==> src/rtl/tx_write_arbiter_if.sv <==
// Producer-side and transmitter-FIFO-side signals of tx_write_arbiter.
// The arbiter connects through the slave modport; producers and FIFO model through master.
interface tx_write_arbiter_if #(
   parameter int N_REQ = 4
);
   logic [N_REQ-1:0]      req_valid_i;
   logic [N_REQ-1:0][7:0] req_data_i;
   logic [N_REQ-1:0]      req_ready_o;
   logic [7:0]            data_tx_o;
   logic                  tx_fifo_write_o;
   logic                  tx_fifo_full_i;
   logic                  tx_fifo_empty_i;
   logic                  tx_idle_i;

   modport slave (
      input  req_valid_i, req_data_i, tx_fifo_full_i, tx_fifo_empty_i, tx_idle_i,
      output req_ready_o, data_tx_o, tx_fifo_write_o
   );

   modport master (
      output req_valid_i, req_data_i, tx_fifo_full_i, tx_fifo_empty_i, tx_idle_i,
      input  req_ready_o, data_tx_o, tx_fifo_write_o
   );
endinterface

==> src/rtl/tx_write_arbiter.sv <==
// Shares the UART transmitter FIFO write port among N_REQ producers and sequences format reconfiguration.
// Define TX_ARB_FIXED_PRIO_EN for fixed priority (requester 0 highest) instead of round-robin.
module tx_write_arbiter #(
   parameter int N_REQ = 4,
   parameter int PTR_W = $clog2(N_REQ)
) (
   input  logic                clk_i,
   input  logic                rst_n_i,
   tx_write_arbiter_if.slave   bus,
   input  logic                cfg_req_i,
   input  logic [1:0]          cfg_data_width_i,
   input  logic [1:0]          cfg_stop_bits_i,
   input  logic [1:0]          cfg_parity_i,
   output logic                config_req_mst_o,
   input  logic                req_done_i,
   output logic [1:0]          data_width_o,
   output logic [1:0]          stop_bits_number_o,
   output logic [1:0]          parity_mode_o,
   output logic                cfg_done_o,
   output logic                busy_cfg_o
);

   typedef enum logic [1:0] {
      ARBITRATE,
      DRAIN,
      CONFIG
   } state_t;

   state_t               state;
   logic [1:0]           shadow_width;
   logic [1:0]           shadow_stop;
   logic [1:0]           shadow_parity;
   logic [PTR_W-1:0]     rr_ptr;
   logic [PTR_W-1:0]     grant_idx;
   logic [PTR_W-1:0]     scan_idx;
   logic                 grant_found;
   logic                 accept;
   logic [N_REQ-1:0]     ready_vec;

   // First valid requester at or after rr_ptr, wrapping around.
   always_comb begin
      grant_found = 1'b0;
      grant_idx   = '0;
      scan_idx    = '0;
      for (int unsigned k = 0; k < N_REQ; k++) begin
         scan_idx = PTR_W'((32'(rr_ptr) + k) % 32'(N_REQ));
         if (!grant_found && bus.req_valid_i[scan_idx]) begin
            grant_found = 1'b1;
            grant_idx   = scan_idx;
         end
      end
   end

   // Reset gating keeps the combinational handshake outputs at their reset values while rst_n_i is low.
   assign accept = rst_n_i && (state == ARBITRATE) && !cfg_req_i
                   && !bus.tx_fifo_full_i && grant_found;

   always_comb begin
      ready_vec = '0;
      if (accept) ready_vec[grant_idx] = 1'b1;
   end

   assign bus.req_ready_o     = ready_vec;
   assign bus.tx_fifo_write_o = accept;
   assign bus.data_tx_o       = accept ? bus.req_data_i[grant_idx] : '0;
   assign busy_cfg_o          = (state != ARBITRATE);

`ifdef TX_ARB_FIXED_PRIO_EN
   assign rr_ptr = '0;
`else
   logic [PTR_W-1:0] ptr_next;

   assign ptr_next = (grant_idx == PTR_W'(N_REQ - 1)) ? '0 : grant_idx + 1'b1;

   always_ff @(posedge clk_i or negedge rst_n_i) begin
      if (!rst_n_i)    rr_ptr <= '0;
      else if (accept) rr_ptr <= ptr_next;
   end
`endif

   always_ff @(posedge clk_i or negedge rst_n_i) begin
      if (!rst_n_i) begin
         state              <= ARBITRATE;
         shadow_width       <= 2'b11;
         shadow_stop        <= '0;
         shadow_parity      <= '0;
         data_width_o       <= 2'b11;
         stop_bits_number_o <= '0;
         parity_mode_o      <= '0;
         config_req_mst_o   <= 1'b0;
         cfg_done_o         <= 1'b0;
      end else begin
         cfg_done_o <= 1'b0;
         case (state)
            ARBITRATE: begin
               if (cfg_req_i) begin
                  shadow_width  <= cfg_data_width_i;
                  shadow_stop   <= cfg_stop_bits_i;
                  shadow_parity <= cfg_parity_i;
                  state         <= DRAIN;
               end
            end
            DRAIN: begin
               if (bus.tx_fifo_empty_i && bus.tx_idle_i) begin
                  data_width_o       <= shadow_width;
                  stop_bits_number_o <= shadow_stop;
                  parity_mode_o      <= shadow_parity;
                  config_req_mst_o   <= 1'b1;
                  state              <= CONFIG;
               end
            end
            CONFIG: begin
               if (req_done_i) begin
                  config_req_mst_o <= 1'b0;
                  cfg_done_o       <= 1'b1;
                  state            <= ARBITRATE;
               end
            end
            default: state <= ARBITRATE;
         endcase
      end
   end

endmodule

==> src/flat_wrapper.sv <==
// flat-port wrapper written by rule: the top's interface ports become plain ports
module tx_write_arbiter_flat 
#(
   parameter int N_REQ = 4,
   parameter int PTR_W = $clog2(N_REQ)
)
  (clk_i, rst_n_i, cfg_req_i, cfg_data_width_i, cfg_stop_bits_i, cfg_parity_i, config_req_mst_o, req_done_i, data_width_o, stop_bits_number_o, parity_mode_o, cfg_done_o, busy_cfg_o, bus_req_valid_i, bus_req_data_i, bus_tx_fifo_full_i, bus_tx_fifo_empty_i, bus_tx_idle_i, bus_req_ready_o, bus_data_tx_o, bus_tx_fifo_write_o);
  tx_write_arbiter_if #(.N_REQ(N_REQ)) bus_i ();
  input  logic clk_i;
  input  logic rst_n_i;
  input  logic cfg_req_i;
  input  logic [1:0] cfg_data_width_i;
  input  logic [1:0] cfg_stop_bits_i;
  input  logic [1:0] cfg_parity_i;
  output logic config_req_mst_o;
  input  logic req_done_i;
  output logic [1:0] data_width_o;
  output logic [1:0] stop_bits_number_o;
  output logic [1:0] parity_mode_o;
  output logic cfg_done_o;
  output logic busy_cfg_o;
  input wire logic [$bits(bus_i.req_valid_i)-1:0] bus_req_valid_i;
  input wire logic [$bits(bus_i.req_data_i)-1:0] bus_req_data_i;
  input wire logic [$bits(bus_i.tx_fifo_full_i)-1:0] bus_tx_fifo_full_i;
  input wire logic [$bits(bus_i.tx_fifo_empty_i)-1:0] bus_tx_fifo_empty_i;
  input wire logic [$bits(bus_i.tx_idle_i)-1:0] bus_tx_idle_i;
  output wire logic [$bits(bus_i.req_ready_o)-1:0] bus_req_ready_o;
  output wire logic [$bits(bus_i.data_tx_o)-1:0] bus_data_tx_o;
  output wire logic [$bits(bus_i.tx_fifo_write_o)-1:0] bus_tx_fifo_write_o;
  assign bus_i.req_valid_i = bus_req_valid_i;
  assign bus_i.req_data_i = bus_req_data_i;
  assign bus_i.tx_fifo_full_i = bus_tx_fifo_full_i;
  assign bus_i.tx_fifo_empty_i = bus_tx_fifo_empty_i;
  assign bus_i.tx_idle_i = bus_tx_idle_i;
  assign bus_req_ready_o = bus_i.req_ready_o;
  assign bus_data_tx_o = bus_i.data_tx_o;
  assign bus_tx_fifo_write_o = bus_i.tx_fifo_write_o;
  tx_write_arbiter #(.N_REQ(N_REQ), .PTR_W(PTR_W)) u_core (.clk_i(clk_i), .rst_n_i(rst_n_i), .bus(bus_i), .cfg_req_i(cfg_req_i), .cfg_data_width_i(cfg_data_width_i), .cfg_stop_bits_i(cfg_stop_bits_i), .cfg_parity_i(cfg_parity_i), .config_req_mst_o(config_req_mst_o), .req_done_i(req_done_i), .data_width_o(data_width_o), .stop_bits_number_o(stop_bits_number_o), .parity_mode_o(parity_mode_o), .cfg_done_o(cfg_done_o), .busy_cfg_o(busy_cfg_o));
endmodule
==> config.mk <==
export PLATFORM = sky130hd
export DESIGN_NAME = tx_write_arbiter_flat
export DESIGN_NICKNAME = d
export VERILOG_FILES = /design/src/rtl/tx_write_arbiter_if.sv /design/src/rtl/tx_write_arbiter.sv /design/src/flat_wrapper.sv
export SDC_FILE = /design/constraint.sdc
export NUM_CORES = 1
export LEC_CHECK = 0
export CAP_MARGIN = 5
export CORE_MARGIN = 3
export CORE_UTILIZATION = 55
export CTS_CLUSTER_DIAMETER = 120
export DETAILED_ROUTE_END_ITERATION = 12
export DONT_BUFFER_PORTS = 1
export GPL_TIMING_DRIVEN = 0
export PLACE_DENSITY_LB_ADDON = 0.15
export SETUP_SLACK_MARGIN = 0.05
export SLEW_MARGIN = 30
export SYNTH_ARGS = -nofsm -noshare
export SYNTH_HDL_FRONTEND = slang
export SYNTH_SLANG_ARGS = --single-unit
==> constraint.sdc <==
create_clock -name clk_i -period 2.67 [get_ports clk_i]
set_clock_uncertainty 0.15 [all_clocks]
set_input_delay 0.801 -clock clk_i [delete_from_list [all_inputs] [get_ports clk_i]]
set_output_delay 0.801 -clock clk_i [all_outputs]
set_load 0.05 [all_outputs]
# --- After elaboration in Yosys (flattened, before gate mapping) ---
# Index checks and enable logic that the tools add are counted.
totals:
  register_bits: 18
  in_bits: 49
op_classes:
  n_addsub: 4
  order_cmp: 6
  n_eq_ne: 6
  mux: 32
  n_reduce_logical: 21
op_table:
  columns: ["op", "n"]
  rows:
  - ["$bmux 8 s2", 1]
  - ["$mux 2", 8]
  - ["$mux 8", 2]
  - ["$lt 2x3->1 const B", 5]
  - ["$mux 1", 13]
  - ["$logic_and 1x1->1", 9]
  - ["$bmux 1 s2", 4]
  - ["$pmux 2 s3", 1]
  - ["$reduce_and 3->1", 2]
  - ["$logic_not 1->1", 5]
  - ["$add 2x1->2 const B", 2]
  - ["$add 2x2->2 const B", 2]
  - ["$eq 2x2->1 const B", 2]
  - ["$mux 4", 1]
  - ["$ne 2x2->1 const B", 2]
  - ["$reduce_and 2->1", 2]
  - ["$reduce_bool 2->1", 2]
  - ["$demux 1 s2", 1]
  - ["$eq 2x1->1 const B", 1]
  - ["$ge 2x1->1 const B", 1]
  - ["$logic_not 2->1", 1]
  - ["$ne 2x1->1 const B", 1]
  - ["$pmux 1 s2", 1]

# --- Longest topological paths before layout ---
depth:
  word_depth: 17
  depth_mapped: 9

# --- Worst setup path after synthesis ---
# OpenSTA, ideal clock, no wires.
synth_timing:
  path_kind: "in2out"
  from: "input port bus_tx_fifo_full_i"
  to: "output port bus_data_tx_o[0]"
  arrival_time_ns: 2.758
  required_ns: 1.719
  path_slack_ns: -1.039
  path_stages: 4
  path_buffers: 0
  path_cell_list: "nand2b_1 > nor4_4 > nand2_4 > o22ai_1"
synth_via:
  elab_chain_cells: 4
synth_lines:
  columns: ["item", "line", "text"]
  rows:
  - ["start, declared", "flat_wrapper.sv:24", "input wire logic [$bits(bus_i.tx_fifo_full_i)-1:0] bus_tx_fifo_full_i;"]
  - ["$logic_not 1->1", "tx_write_arbiter.sv:56", "&& !bus.tx_fifo_full_i && grant_found;"]
  - ["$logic_and 1x1->1 (2 in a row)", "tx_write_arbiter.sv:56", null]
  - ["net bus_tx_fifo_write_o", "flat_wrapper.sv:29", "output wire logic [$bits(bus_i.tx_fifo_write_o)-1:0] bus_tx_fifo_write_o;"]
  - ["$mux 8", "tx_write_arbiter.sv:65", "assign bus.data_tx_o = accept ? bus.req_data_i[grant_idx] : '0;"]
  - ["end, declared", "flat_wrapper.sv:28", "output wire logic [$bits(bus_i.data_tx_o)-1:0] bus_data_tx_o;"]
# The timed path passes the listed nets, and every way through them passes these cells.

# --- Worst setup path after layout ---
layout_timing:
  from: "register u_core.state[1]"
  to: "output port bus_data_tx_o[6]"
layout_via:
  elab_chain_cells: 6
layout_lines:
  columns: ["item", "line", "text"]
  rows:
  - ["start, declared", "tx_write_arbiter.sv:29", "state_t state;"]
  - ["start signal, assigned", "tx_write_arbiter.sv:83", "state <= ARBITRATE;"]
  - ["start signal, assigned", "tx_write_arbiter.sv:100", "state <= DRAIN;"]
  - ["start signal, assigned", "tx_write_arbiter.sv:109", "state <= CONFIG;"]
  - ["$logic_not 2->1", "tx_write_arbiter.sv:55", "assign accept = rst_n_i && (state == ARBITRATE) && !cfg_req_i"]
  - ["$logic_and 1x1->1 (2 in a row)", "tx_write_arbiter.sv:55", null]
  - ["$logic_and 1x1->1 (2 in a row)", "tx_write_arbiter.sv:56", null]
  - ["$mux 8", "tx_write_arbiter.sv:65", null]
# Every way passes these cells.

==> run_results.csv <==
group,metric,value,unit
detailed_routing,routed_wl,2766,um
place,pre_cts_slack,-541.8,ps
detailed_routing,detail-route-antenna-nets,0,
detailed_routing,route.vias.total,903,
timing,tightest_slew,536.4,ps
cells_and_area,drive_gt1_share,48.33,%
global_routing,grt_pass1_vias,924,
timing,rsz0062_at_grt,"yes",
synth,ys_seq_area_share,40.94,%
timing,setup_ws,-350.6,ps
synth,synth_xor_area_share,0,%
place,post-dp-hpwl,1962,um
floorplan,core_region_area,0.001821,sq mm
floorplan,io_pins,71,
place,place_congestion,0.6890,
clock_network,h-tree-depth,1,
floorplan,rows,15,
synth,synth.area.mux_share,26.55,%
synth,yosys_warnings,0,
critical_path,r2r_slack,670,ps
critical_path,slowest_delay,400,ps
detailed_routing,wire_per_inst,19.08,um
global_routing,grt_max_degree,20,
critical_path,crit_chain,"or2_4 -> nor4_4 -> buf_6 -> nand2_8 -> o22ai_4",
clock_network,clkTransAtPathRegs,100,ps
cells_and_area,final_nets,174,
clock_network,cts_buffers,3,
synth,synth_top_family_by_area,"multiplexers",
critical_path,crit_path_end_kind,"output pin",
critical_path,worst_setup_path_start_kind,"flip-flop",
synth,synth_fa_ha_area_share,4.499,%
global_routing,gr-usage-all-layers,22.50,%
critical_path,crit_family,"simple AND/OR/NAND/NOR gates",
run_status,status,"complete, but fails checks",
timing,fin_tns_setup,-3946,ps
timing,setup_viol,12,
power,power_density,1009,mW/mm^2
detailed_routing,drtIter0Drc,8,
synth,synth_edf_count,0,
run,maxCapViolCount,0,
floorplan,die_area,0.002598,sq mm
critical_path,crit_path_top_delay_cell,"dfrtp_1",
clock_network,tritoncts,"done",
timing,fin_crit,3021,ps
power,ir_drop,0.7653,mV
clock_network,cts_root_buf,"clkbuf_4",
floorplan,die_w,50.97,um
synth,synth_fp_nets,153,
timing,relSlewSlack,64.11,%
detailed_routing,drcViolationCount,0,
synth,avgSynthCellArea,11.12,sq um
clock_network,cts_sinks,18,
synth,ys_seq_elements,18,
synth,async_flop_share,100.0,%
cells_and_area,n_antenna_cell,0,
floorplan,initial_core_util,61.10,%
detailed_routing,vias_per_cell,6.228,
critical_path,required,1720,ps
synth,netlist_area,0.001112,sq mm
clock_network,cts.path.max_buffers,2,
cells_and_area,syn2layout_area_growth,35.32,%
clock_network,clock_latency,290,ps
global_routing,grt_pass1_wl,4450,um
global_routing,gr-total-overflow,0,
critical_path,critPathKind,"reg2out",
critical_path,critPathArrivalTime,2070,ps
critical_path,cp.buffers_inverters,1,
synth,synth_simple_gate_area_share,14.51,%
power,power,1.519,mW
cells_and_area,fin_util,82.68,%
place,numPortBuffers,0,
power,leakage,0.6647,nW
run_status,violations,"setup timing",
detailed_routing,drtPass1Iterations,4,
timing,final-hold-violation-count,0,
timing,post-route-period-util,113.1,%
global_routing,antenna_found_initial,0,
timing,drv_slew,0,
floorplan,die_h,50.97,um
synth,synth_ff_type,"dfrtp_1",
synth,synth_cell_types,28,
critical_path,cp_max_fo,8,
hold_path,hold_path_class,"in2async",
synth,synthCells,100,
synth,synth_compound_area_share,10.35,%
timing,max_freq,0.3311,GHz
==> kinds of logic (layout without fill, tap and decap cells) <==
kind of cell,Yosys count,in the layout
buffers and inverters,8,27
DFF,18,18
muxes,28,28
adders and majority gates,4,4
AOI/OAI and AO/OA,18,18
and+or+nand+nor,24,25
==> worst paths after layout <==
path,start,endpoint,cells after the start
setup / recovery,u_core.state[1],bus_data_tx_o[6],5
hold / removal,rst_n_i,u_core.cfg_done_o,0
setup reg to reg,u_core.state[1],u_core.rr_ptr[0],7
hold reg to reg,u_core.shadow_stop[0],u_core.shadow_stop[0],1
max in group asynchronous,rst_n_i,u_core.shadow_width[1],0
min in group clk_i,u_core.shadow_stop[0],u_core.shadow_stop[0],1
==> stage by stage <==
| stage | hold WS [ps] | cell area (sq um) | cells |
|---|---|---|---|
| after floorplan | 289.4 | 1182 | 100 |
| after CTS | 29.56 | 1471 | 142 |
| after global placement | 312.4 | 1214 | 125 |
| after detailed placement | 318.9 | 1236 | 127 |
| after global routing | 9.860 | 1505 | 145 |
| final | 39.06 | 1505 | 145 |
==> cells in the mapped netlist (2+ instances only) <==
library cell | count | area, sq um
nand2b_1 | 3 | 18.77
nor2_1 | 5 | 18.77
ha_1 | 4 | 50.05
nand2_4 | 2 | 22.52
inv_1 | 6 | 22.52
dfrtp_1 | 14 | 350.3
and2_1 | 4 | 25.02
mux2_2 | 12 | 135.1
o21ai_0 | 4 | 20.02
nand2_1 | 3 | 11.26
mux2i_1 | 16 | 160.2
o22ai_1 | 8 | 50.05
dfstp_2 | 4 | 105.1
==> layout by cell type, fill, tap and decap left out, types with 3 or more instances in the layout <==
cell,n
mux2i_1,15
dfrtp_1,14
mux2_2,12
buf_4,11
o22ai_4,8
nor2_1,5
inv_1,5
o21ai_0,4
and2_4,4
ha_1,4
dfstp_2,4
nand2_1,3
buf_6,3
clkbuf_4,3
==> timing repair <==
action | 4_1_cts | 5_1_grt
buffers inserted | 11 | 3
gates resized for setup | 21 | 2
hold endpoints to repair | 0 | 0
pin swaps | 15 | 8
gates cloned | 0 | 1
setup endpoints to repair | 12 | 13
hold buffers | 0 | 0
==> report_power, final <==
part	leakage [nW]	switching (mW)	internal [mW]
Sequential	0.208	0.272	0.416
Clock	0.0210	0.0821	0.0830
Combinational	0.436	0.332	0.333
Total	0.665	0.687	0.832
==> routing by layer <==
layer  GRT usage, %  share of wire [%]  vias to the layer above
li1               -                  -                      407
met3          8.455                9.5                        4
met4          2.691               0.76                        0
met5              0                  0                        -
met2          39.91                 53                       52
met1          26.35                 37                      440
==> state kept, by name, summed over array words and instances, names as in the netlist <==
register and cells:
u_core.data_width_o 2, u_core.parity_mode_o 2, u_core.rr_ptr 2, u_core.shadow_parity 2
u_core.shadow_stop 2, u_core.shadow_width 2, u_core.state 2, u_core.stop_bits_number_o 2
u_core.cfg_done_o 1, u_core.config_req_mst_o 1
==> worst reg2reg max path, stage by stage, from the launching register on <==
cell and delay, ps:
dfrtp_1 400, or2_4 340, nor4_4 330, buf_6 210, nand2_4 110, buf_4 150, buf_4 120, o21a_1 90
==> layout make-up <==
class / instances / area, sq um
inverter: 6 / 22.52
timing repair buffer: 15 / 140.1
fill: 109 / 315.3
tap: 25 / 31.28
sequential: 18 / 455.4
clock buffer: 4 / 36.28
buffer: 2 / 31.28
multi-input combinational: 75 / 788.3
Note: power is estimated with default switching activity, not from simulation.
